**src/rtl/clock_pkg.sv**
```systemverilog
// Shared types and constants for the clock time-setting path.
// Holds the set-mode state encoding, BCD digit width and the default limits.
package clock_pkg;

  localparam int DIGIT_W           = 4;
  localparam int HOUR_MAX_DEF      = 23;
  localparam int MIN_MAX_DEF       = 59;
  localparam int TIMEOUT_TICKS_DEF = 20;

  function automatic int cnt_width(input int n);
    return (n < 2) ? 1 : $clog2(n + 1);
  endfunction

  localparam int TO_W = cnt_width(TIMEOUT_TICKS_DEF);

  typedef enum logic [1:0] {
    RUN    = 2'd0,
    SET_HH = 2'd1,
    SET_MM = 2'd2,
    COMMIT = 2'd3
  } state_e;

endpackage

```
**src/rtl/bcd2_wrap_inc.sv**
```systemverilog
// Two-digit BCD increment with wrap to 00 once the value is at or above max.
// Purely combinational; digits beyond max (bad captures) also wrap.
module bcd2_wrap_inc
  import clock_pkg::*;
(
  input  logic [DIGIT_W-1:0] tens,
  input  logic [DIGIT_W-1:0] ones,
  input  logic [DIGIT_W-1:0] max_tens,
  input  logic [DIGIT_W-1:0] max_ones,
  output logic [DIGIT_W-1:0] inc_tens,
  output logic [DIGIT_W-1:0] inc_ones
);

  always_comb begin
    inc_tens = tens;
    inc_ones = ones + DIGIT_W'(1);
    // Packed BCD compares in the same order as the decimal value
    if ({tens, ones} >= {max_tens, max_ones}) begin
      inc_tens = '0;
      inc_ones = '0;
    end else if (ones >= DIGIT_W'(9)) begin
      inc_tens = tens + DIGIT_W'(1);
      inc_ones = '0;
    end
  end

endmodule

```
**src/rtl/clock_set_ctrl.sv**
```systemverilog
// Time-setting controller: mode/inc button sequencing, editable HH:MM copy,
// field blink, inactivity abort and a one-cycle commit strobe.
module clock_set_ctrl
  import clock_pkg::*;
#(
  parameter int TIMEOUT_TICKS = TIMEOUT_TICKS_DEF,
  parameter int HOUR_MAX      = HOUR_MAX_DEF,
  parameter int MIN_MAX       = MIN_MAX_DEF
) (
  input  logic               clk,
  input  logic               rst,
  input  logic               btn_mode,
  input  logic               btn_inc,
  input  logic               blink_tick,
  input  logic [DIGIT_W-1:0] cur_hh_t,
  input  logic [DIGIT_W-1:0] cur_hh_o,
  input  logic [DIGIT_W-1:0] cur_mm_t,
  input  logic [DIGIT_W-1:0] cur_mm_o,
  output logic [DIGIT_W-1:0] set_hh_t,
  output logic [DIGIT_W-1:0] set_hh_o,
  output logic [DIGIT_W-1:0] set_mm_t,
  output logic [DIGIT_W-1:0] set_mm_o,
  output logic               sel,
  output logic               load,
  output logic               blank_hh,
  output logic               blank_mm
);

  localparam logic [DIGIT_W-1:0] HH_MAX_T = DIGIT_W'(HOUR_MAX / 10);
  localparam logic [DIGIT_W-1:0] HH_MAX_O = DIGIT_W'(HOUR_MAX % 10);
  localparam logic [DIGIT_W-1:0] MM_MAX_T = DIGIT_W'(MIN_MAX / 10);
  localparam logic [DIGIT_W-1:0] MM_MAX_O = DIGIT_W'(MIN_MAX % 10);
  localparam logic [TO_W-1:0]    TO_LAST  = TO_W'(TIMEOUT_TICKS - 1);

  // The counter is sized from the package default; reject overrides that overflow it
  if (TIMEOUT_TICKS < 1 || TIMEOUT_TICKS >= (1 << TO_W)) begin : g_to_range
    $error("TIMEOUT_TICKS does not fit the timeout counter");
  end

  state_e             state_reg, state_next;
  logic [DIGIT_W-1:0] hh_t_reg, hh_t_next, hh_o_reg, hh_o_next;
  logic [DIGIT_W-1:0] mm_t_reg, mm_t_next, mm_o_reg, mm_o_next;
  logic [TO_W-1:0]    to_cnt_reg, to_cnt_next;
  logic               phase_reg, phase_next;
  logic               mode_prev_reg, inc_prev_reg;
  logic               mode_ev, inc_ev;
  logic [DIGIT_W-1:0] hh_inc_t, hh_inc_o, mm_inc_t, mm_inc_o;

  assign mode_ev = btn_mode & ~mode_prev_reg;
  assign inc_ev  = btn_inc & ~inc_prev_reg;

  bcd2_wrap_inc u_hh_inc (
    .tens     (hh_t_reg),
    .ones     (hh_o_reg),
    .max_tens (HH_MAX_T),
    .max_ones (HH_MAX_O),
    .inc_tens (hh_inc_t),
    .inc_ones (hh_inc_o)
  );

  bcd2_wrap_inc u_mm_inc (
    .tens     (mm_t_reg),
    .ones     (mm_o_reg),
    .max_tens (MM_MAX_T),
    .max_ones (MM_MAX_O),
    .inc_tens (mm_inc_t),
    .inc_ones (mm_inc_o)
  );

  always_comb begin
    state_next  = state_reg;
    hh_t_next   = hh_t_reg;
    hh_o_next   = hh_o_reg;
    mm_t_next   = mm_t_reg;
    mm_o_next   = mm_o_reg;
    to_cnt_next = to_cnt_reg;
    phase_next  = phase_reg;
    case (state_reg)
      RUN: begin
        if (mode_ev) begin
          state_next  = SET_HH;
          hh_t_next   = cur_hh_t;
          hh_o_next   = cur_hh_o;
          mm_t_next   = cur_mm_t;
          mm_o_next   = cur_mm_o;
          to_cnt_next = '0;
          phase_next  = 1'b0;
        end
      end
      SET_HH, SET_MM: begin
        // Mode beats inc, and any button edge beats the timeout tick
        if (mode_ev) begin
          state_next  = (state_reg == SET_HH) ? SET_MM : COMMIT;
          to_cnt_next = '0;
          phase_next  = 1'b0;
        end else if (inc_ev) begin
          if (state_reg == SET_HH) begin
            hh_t_next = hh_inc_t;
            hh_o_next = hh_inc_o;
          end else begin
            mm_t_next = mm_inc_t;
            mm_o_next = mm_inc_o;
          end
          to_cnt_next = '0;
          phase_next  = 1'b0;
        end else if (blink_tick) begin
          if (to_cnt_reg == TO_LAST) begin
            state_next  = RUN;
            to_cnt_next = '0;
            phase_next  = 1'b0;
          end else begin
            to_cnt_next = to_cnt_reg + TO_W'(1);
            phase_next  = ~phase_reg;
          end
        end
      end
      COMMIT: begin
        state_next = RUN;
      end
      default: state_next = RUN;
    endcase
  end

  always_ff @(posedge clk) begin
    if (!rst) begin
      state_reg     <= RUN;
      hh_t_reg      <= '0;
      hh_o_reg      <= '0;
      mm_t_reg      <= '0;
      mm_o_reg      <= '0;
      to_cnt_reg    <= '0;
      phase_reg     <= 1'b0;
      mode_prev_reg <= 1'b0;
      inc_prev_reg  <= 1'b0;
    end else begin
      state_reg     <= state_next;
      hh_t_reg      <= hh_t_next;
      hh_o_reg      <= hh_o_next;
      mm_t_reg      <= mm_t_next;
      mm_o_reg      <= mm_o_next;
      to_cnt_reg    <= to_cnt_next;
      phase_reg     <= phase_next;
      mode_prev_reg <= btn_mode;
      inc_prev_reg  <= btn_inc;
    end
  end

  assign set_hh_t = hh_t_reg;
  assign set_hh_o = hh_o_reg;
  assign set_mm_t = mm_t_reg;
  assign set_mm_o = mm_o_reg;
  assign sel      = (state_reg != RUN);
  assign load     = (state_reg == COMMIT);
  assign blank_hh = phase_reg & (state_reg == SET_HH);
  assign blank_mm = phase_reg & (state_reg == SET_MM);

endmodule

```
**config.mk**
```make
export PLATFORM = sky130hd
export DESIGN_NAME = clock_set_ctrl
export DESIGN_NICKNAME = d
export VERILOG_FILES = /design/src/rtl/clock_pkg.sv /design/src/rtl/bcd2_wrap_inc.sv /design/src/rtl/clock_set_ctrl.sv
export SDC_FILE = /design/constraint.sdc
export NUM_CORES = 1
export LEC_CHECK = 0
export ABC_AREA = 0
export CAP_MARGIN = 30
export CORE_MARGIN = 2
export CORE_UTILIZATION = 25
export DETAILED_ROUTE_END_ITERATION = 8
export HOLD_SLACK_MARGIN = 0.05
export PLACE_DENSITY = 0.49
export SLEW_MARGIN = 25
export SYNTH_ARGS = -nofsm -noshare
export SYNTH_HDL_FRONTEND = slang
export SYNTH_SLANG_ARGS = --single-unit
```
**constraint.sdc**
```tcl
create_clock -name clk -period 1.8 [get_ports clk]
set_clock_uncertainty 0.05 [all_clocks]
set_input_delay 0.18 -clock clk [delete_from_list [all_inputs] [get_ports clk]]
set_output_delay 0.18 -clock clk [all_outputs]
set_load 0.01 [all_outputs]
```
==> metrics.txt <==
# TYPE chip_impl_metric gauge
chip_impl_info{name="rsz_0062_raised_after_global_routing",value="true"} 1
chip_impl_metric{name="place_congestion",unit=""} 0.783
chip_impl_metric{name="wl_met1",unit="um"} 2000
chip_impl_metric{name="placed_wire_length_estimate",unit="um"} 3090
chip_impl_metric{name="yosysSeqAreaShare",unit="%"} 32.1
chip_impl_metric{name="die_area",unit="mm^2"} 0.00715
chip_impl_metric{name="worstPathArrival",unit="ps"} 1920
chip_impl_metric{name="clock_tree.htree_level_count",unit=""} 1
chip_impl_metric{name="global_route_usage_over_all_layers",unit="%"} 11.9
chip_impl_info{name="min_from",value="cur_mm_o[1]"} 1
chip_impl_metric{name="mappedNetlistNets",unit=""} 220
chip_impl_metric{name="finalNonFillerCells",unit=""} 324
chip_impl_info{name="crit_type",value="register to register"} 1
chip_impl_metric{name="flow.area_growth_from_synthesis",unit="%"} 51.0
chip_impl_metric{name="slew_headroom",unit="%"} 73.0
chip_impl_metric{name="crit_path_max_fanout",unit=""} 6
chip_impl_metric{name="placed_cells",unit=""} 317
chip_impl_metric{name="die_width",unit="um"} 84.5
chip_impl_info{name="cts_tree",value="yes"} 1
chip_impl_metric{name="ant_diodes",unit=""} 0
chip_impl_metric{name="dr_wl_met2",unit="um"} 1940
chip_impl_info{name="dominantRegCellSynth",value="sky130_fd_sc_hd__dfxtp_1"} 1
chip_impl_metric{name="worst_margin_slew",unit="ps"} 402
chip_impl_metric{name="xor_xnor_share_of_the_synthesized_area",unit="%"} 2.70
chip_impl_metric{name="ys.warnings.count",unit=""} 0
chip_impl_metric{name="vias_per_cell",unit=""} 4.77
chip_impl_info{name="highest_metal_used",value="met4"} 1
chip_impl_metric{name="ioPinCount",unit=""} 41
chip_impl_metric{name="critPathRequiredTime",unit="ps"} 1960
chip_impl_info{name="cts_root_buffer",value="sky130_fd_sc_hd__clkbuf_8"} 1
chip_impl_metric{name="share_of_synthesized_registers_carrying_an_async_set_or_reset",unit="%"} 0
chip_impl_metric{name="synth-compound-area-share",unit="%"} 23.6
chip_impl_metric{name="final_antenna_net_count",unit=""} 0
chip_impl_metric{name="pd_cells",unit="mW/mm^2"} 1080
chip_impl_metric{name="post_synth_and_or_nand_nor_area_fraction",unit="%"} 23.3
chip_impl_metric{name="hold_slack",unit="ps"} 418
chip_impl_metric{name="dieHeight",unit="um"} 84.5
chip_impl_metric{name="via_count",unit=""} 1546
chip_impl_metric{name="ctsLongestPathBuffers",unit=""} 2
chip_impl_metric{name="post_route_cells_drive_above_1_share",unit="%"} 25.9
chip_impl_metric{name="grt_first_pass_wirelength",unit="um"} 7040
chip_impl_metric{name="final.min_clock_period",unit="ps"} 1770
chip_impl_metric{name="max_cap_violations",unit=""} 0
chip_impl_metric{name="detail_route.drc_violations",unit=""} 0
chip_impl_metric{name="synthesis.area",unit="mm^2"} 0.00162
chip_impl_metric{name="wl_per_cell",unit="um"} 12.9
chip_impl_metric{name="postPlaceCellArea",unit="mm^2"} 0.00227
chip_impl_info{name="synth_largest_area_cell",value="sky130_fd_sc_hd__dfxtp_1"} 1
chip_impl_info{name="worstSetupStartpoint",value="state_reg[0]"} 1
chip_impl_metric{name="p_leak",unit="nW"} 1.02
chip_impl_metric{name="fill_cells",unit=""} 657
chip_impl_metric{name="finish.instance_area",unit="mm^2"} 0.00245
chip_impl_metric{name="post_synthesis_adder_cell_area_fraction",unit="%"} 11.6
chip_impl_info{name="mostFrequentLayoutCells",value="sky130_fd_sc_hd__clkdlybuf4s50_1, sky130_fd_sc_hd__buf_4, sky130_fd_sc_hd__dfxtp_1"} 1
chip_impl_metric{name="numClockSinks",unit=""} 26
chip_impl_metric{name="grt_start_max_net_pins",unit=""} 18
chip_impl_metric{name="report.final.hold_viol_count",unit=""} 0
chip_impl_metric{name="synth-seq-cells",unit=""} 26
chip_impl_metric{name="yosys.area.top_type_share",unit="%"} 32.1
chip_impl_metric{name="core_region_area",unit="mm^2"} 0.00631
chip_impl_metric{name="postSynthCellCount",unit=""} 184
chip_impl_info{name="hp-class",value="input pin to register"} 1
chip_impl_info{name="status",value="finished, final reports clean"} 1
chip_impl_metric{name="finalCritPeriodShare",unit="%"} 98.2
chip_impl_info{name="timing.critical_path.from_type",value="register"} 1
chip_impl_metric{name="cts.clk_slew.worst_paths",unit="ps"} 90
chip_impl_info{name="final_common_cell",value="sky130_fd_sc_hd__clkdlybuf4s50_1"} 1
chip_impl_metric{name="setup_viol_count_final",unit=""} 0
chip_impl_metric{name="overflow",unit=""} 0
chip_impl_metric{name="synth-edff-count",unit=""} 0
chip_impl_metric{name="insertion_delay",unit="ps"} 270
chip_impl_metric{name="mapped_avg_cell_area",unit="um^2"} 8.81
chip_impl_metric{name="max_freq",unit="MHz"} 566
chip_impl_metric{name="reg2regPathDepth",unit=""} 8
chip_impl_info{name="setup.worst_path.end_class",value="register"} 1
chip_impl_metric{name="drtPass1Iterations",unit=""} 4
chip_impl_metric{name="number_of_antenna_violations_at_the_first_check_in_global_routing",unit=""} 0
chip_impl_metric{name="initial_utilization",unit="%"} 25.7
chip_impl_info{name="synth_top_family_by_area",value="compound AO/OA/AOI/OAI gates"} 1
chip_impl_metric{name="placement_rows",unit=""} 29
chip_impl_metric{name="largest_register_ffs",unit=""} 5
chip_impl_metric{name="nNetsFinal",unit=""} 285
chip_impl_metric{name="first_global_vias",unit=""} 1492
chip_impl_metric{name="synth.mux.area_fraction",unit="%"} 1.23
chip_impl_metric{name="met3_length",unit="um"} 195
chip_impl_metric{name="hold_path_depth",unit=""} 3
chip_impl_info{name="netlist_top_cells_area",value="sky130_fd_sc_hd__dfxtp_1, sky130_fd_sc_hd__ha_1, sky130_fd_sc_hd__inv_1"} 1
chip_impl_metric{name="first_iter_violations",unit=""} 34
chip_impl_metric{name="finalMaxSlewViolations",unit=""} 0
chip_impl_metric{name="cts_inserted_buffers",unit=""} 3
chip_impl_metric{name="port-buffer-count",unit=""} 40
chip_impl_metric{name="netlist-cell-type-count",unit=""} 51
chip_impl_metric{name="vdd_drop_max",unit="V"} 0.000367
chip_impl_metric{name="detail_route.wirelength",unit="um"} 4170
chip_impl_info{name="critical_register_to_register_path_startpoint",value="state_reg[0]"} 1
==> where the power goes <==
| group | internal [mW] | switching, mW | leakage (nW) |
|---|---|---|---|
| combinational | 0.792 | 0.728 | 0.778 |
| sequential | 0.691 | 0.112 | 0.215 |
| clock | 0.150 | 0.182 | 0.0216 |
==> cells in the mapped netlist, drive strengths merged (3+ instances only) <==
library cell,instances
a31oi,3
a211oi,4
and3,7
nand2b,4
nor2,12
o211a,3
xor2,5
clkbuf,3
nand3,7
ha,15
o21ai,10
a221oi,3
inv,17
dfxtp,26
and2,5
nand2,13
a21oi,11
==> final timing paths <==
kind                                      end  slack, ps
worst max-delay path              set_hh_o[3]         30
worst min-delay path              set_mm_o[1]        420
worst max register to register    set_hh_o[3]         30
worst min register to register  to_cnt_reg[1]        430
==> stage by stage <==
stage	TNS [ps]	setup WS, ps	util (%)	power [mW]
3_3_place_gp	-786	-97.9	36.0	2.16
3_5_place_dp	-934	-124	36.0	2.16
5_1_grt	-563	-104	38.8	2.88
4_1_cts	-6.72	-6.72	37.1	2.54
2_1_floorplan	0	15.6	-	1.57
6_report	0	32.9	38.8	2.65
==> layer usage <==
metal | up-vias | track usage (%)
met5 | - | 0
met4 | 0 | 2.60
met3 | 4 | 2.85
met2 | 30 | 19.6
met1 | 724 | 15.9
li1 | 788 | -
==> kinds of logic (layout without fill, tap and decap cells) <==
group,after synthesis,in the layout
AND/OR/NAND/NOR,63,63
AO/OA/AOI/OAI,50,50
flip-flops,26,26
buffers and inverters,23,86
adder cells (fa/ha/maj),15,15
XOR/XNOR,5,5
multiplexers,2,2
==> final cells by class <==
| type | instances | area (um^2) | share of cell area (%) |
|---|---|---|---|
| well taps | 77 | 96.3 | 3.93 |
| repair buffers | 65 | 591 | 24.1 |
| multi-input cells | 135 | 1120 | 45.8 |
| flip-flops and latches | 26 | 531 | 21.7 |
| clock buffers | 3 | 41.3 | 1.69 |
| inverters | 18 | 67.6 | 2.76 |
==> critical path: stages (launching register included) <==
cell	delay [ps]
sky130_fd_sc_hd__dfxtp_2	340
sky130_fd_sc_hd__inv_2	50
sky130_fd_sc_hd__ha_4	300
sky130_fd_sc_hd__nor4b_4	200
sky130_fd_sc_hd__nand2_2	140
sky130_fd_sc_hd__buf_4	180
sky130_fd_sc_hd__nor4_4	220
sky130_fd_sc_hd__a21oi_1	60
sky130_fd_sc_hd__o22ai_1	150
==> what timing repair did <==
item / CTS / global route
setup buffers: 1 / 3
pin swaps: 3 / 7
hold buffers: 0 / 0
endpoints found under the setup margin: 12 / 18
gates resized for setup: 11 / 23
(Power assumes the default switching activity.)
==> RTL change (same settings) <==
Make the reset (`rst`) asynchronous in one clocked block.
--- a/src/rtl/clock_set_ctrl.sv
+++ b/src/rtl/clock_set_ctrl.sv
@@ -121,7 +121,7 @@
     endcase
   end
 
-  always_ff @(posedge clk) begin
+  always_ff @(posedge clk or negedge rst) begin
     if (!rst) begin
       state_reg     <= RUN;
       hh_t_reg      <= '0;
Behaviour: differs if rst is asserted again (counterexample within 4 cycles, from zero or initial values and one cycle with rst low); with rst held inactive, the same outputs for 10 cycles.
==> RTL change against the original RTL <==
Cell area rose by 20%; area after synthesis rose by 12%; global-route usage rose by 1.8 points; first-iteration DRC count rose by 18%; sequential cell count did not move; setup slack got worse by 0.12 ns; highest routed layer unchanged; wire length rose by 24%; the run now ends with setup timing left.
Power is not compared: it rests on default switching activity, and its combinational part moved more than twofold at a synthesized area within 25%.
==> RTL change: results <==
group,metric,value,unit
timing,fin_ws,-0.0887,ns
clock_tree,buffers_inserted_during_post_cts_setup_optimization,7,
place,dp_cells,362,
cells_and_area,drive_gt1_frac,0.368,
global_routing,first_pass_grt_wire_length,8.47,mm
place,placedInstanceArea,2660,sq um
global_routing,grt_pass1_vias,1744,
global_routing,grt_max_degree,27,
synth,ys_types,59,
synth,synthAdderAreaFrac,0.104,
synth,syn-instance-count,183,
place,pre_cts_ws,-0.148,ns
synth,synth_compound_area_frac,0.242,
synth,synth_xor_area_frac,0.00483,
critical_path,worst_setup_path_startpoint,"set_mm_o[1]",
outcome,violations,"setup timing",
critical_path,timing.critical_path.fanout_max,5,
pwr,report.power.total,5620,uW
cells_and_area,final_net_count,315,
critical_path,worst-r2r-cell-count,7,
timing,finalSetupViolations,12,
routing,routedWlPerCell,13.7,microns
outcome,run_status,"complete, but fails checks",
synth,post_synth_main_area_contributors,"sky130_fd_sc_hd__dfrtp_1, sky130_fd_sc_hd__ha_1, sky130_fd_sc_hd__a21oi_1",
routing,total_wirelength,5.15,mm
hold_path,min-delay-path-class,"in2async",
routing,drt-vias-per-instance,4.70,
timing,worst_pin_slew,0.461,ns
place,detailed_place_hpwl,3.80,mm
synth,muxShareOfSynthArea,0.0504,
synth,synth.cells.most_frequent,"sky130_fd_sc_hd__dfrtp_1, sky130_fd_sc_hd__inv_1, sky130_fd_sc_hd__ha_1",
global_routing,grt.total_usage,0.137,
RTL change: final cells by class:
class	count	area, sq um
Clock buffer	3	41.3
Fill cell	744	4190
Sequential cell	26	651
Multi-Input combinational cell	134	1230
Tap cell	99	124
Timing Repair Buffer	96	821
Inverter	18	75.1
RTL change: metal layers:
metal / wire length, microns / track usage / part of all wire / vias up
met5: 0 / 0 / 0 / -
met2: 2470 / 0.224 / 0.48 / 37
met3: 219 / 0.0222 / 0.043 / 5
met4: 51 / 0.0326 / 0.0099 / 0
met1: 2420 / 0.191 / 0.47 / 857
li1: - / - / - / 869
RTL change: worst max-delay path, cell delays in order (launching register included):
cell and delay (ns):
sky130_fd_sc_hd__dfrtp_1 0.39, sky130_fd_sc_hd__inv_1 0.13, sky130_fd_sc_hd__ha_4 0.13, sky130_fd_sc_hd__or3b_4 0.40, sky130_fd_sc_hd__a221oi_4 0.31, sky130_fd_sc_hd__buf_6 0.17, sky130_fd_sc_hd__a32oi_1 0.11, sky130_fd_sc_hd__o22ai_2 0.14
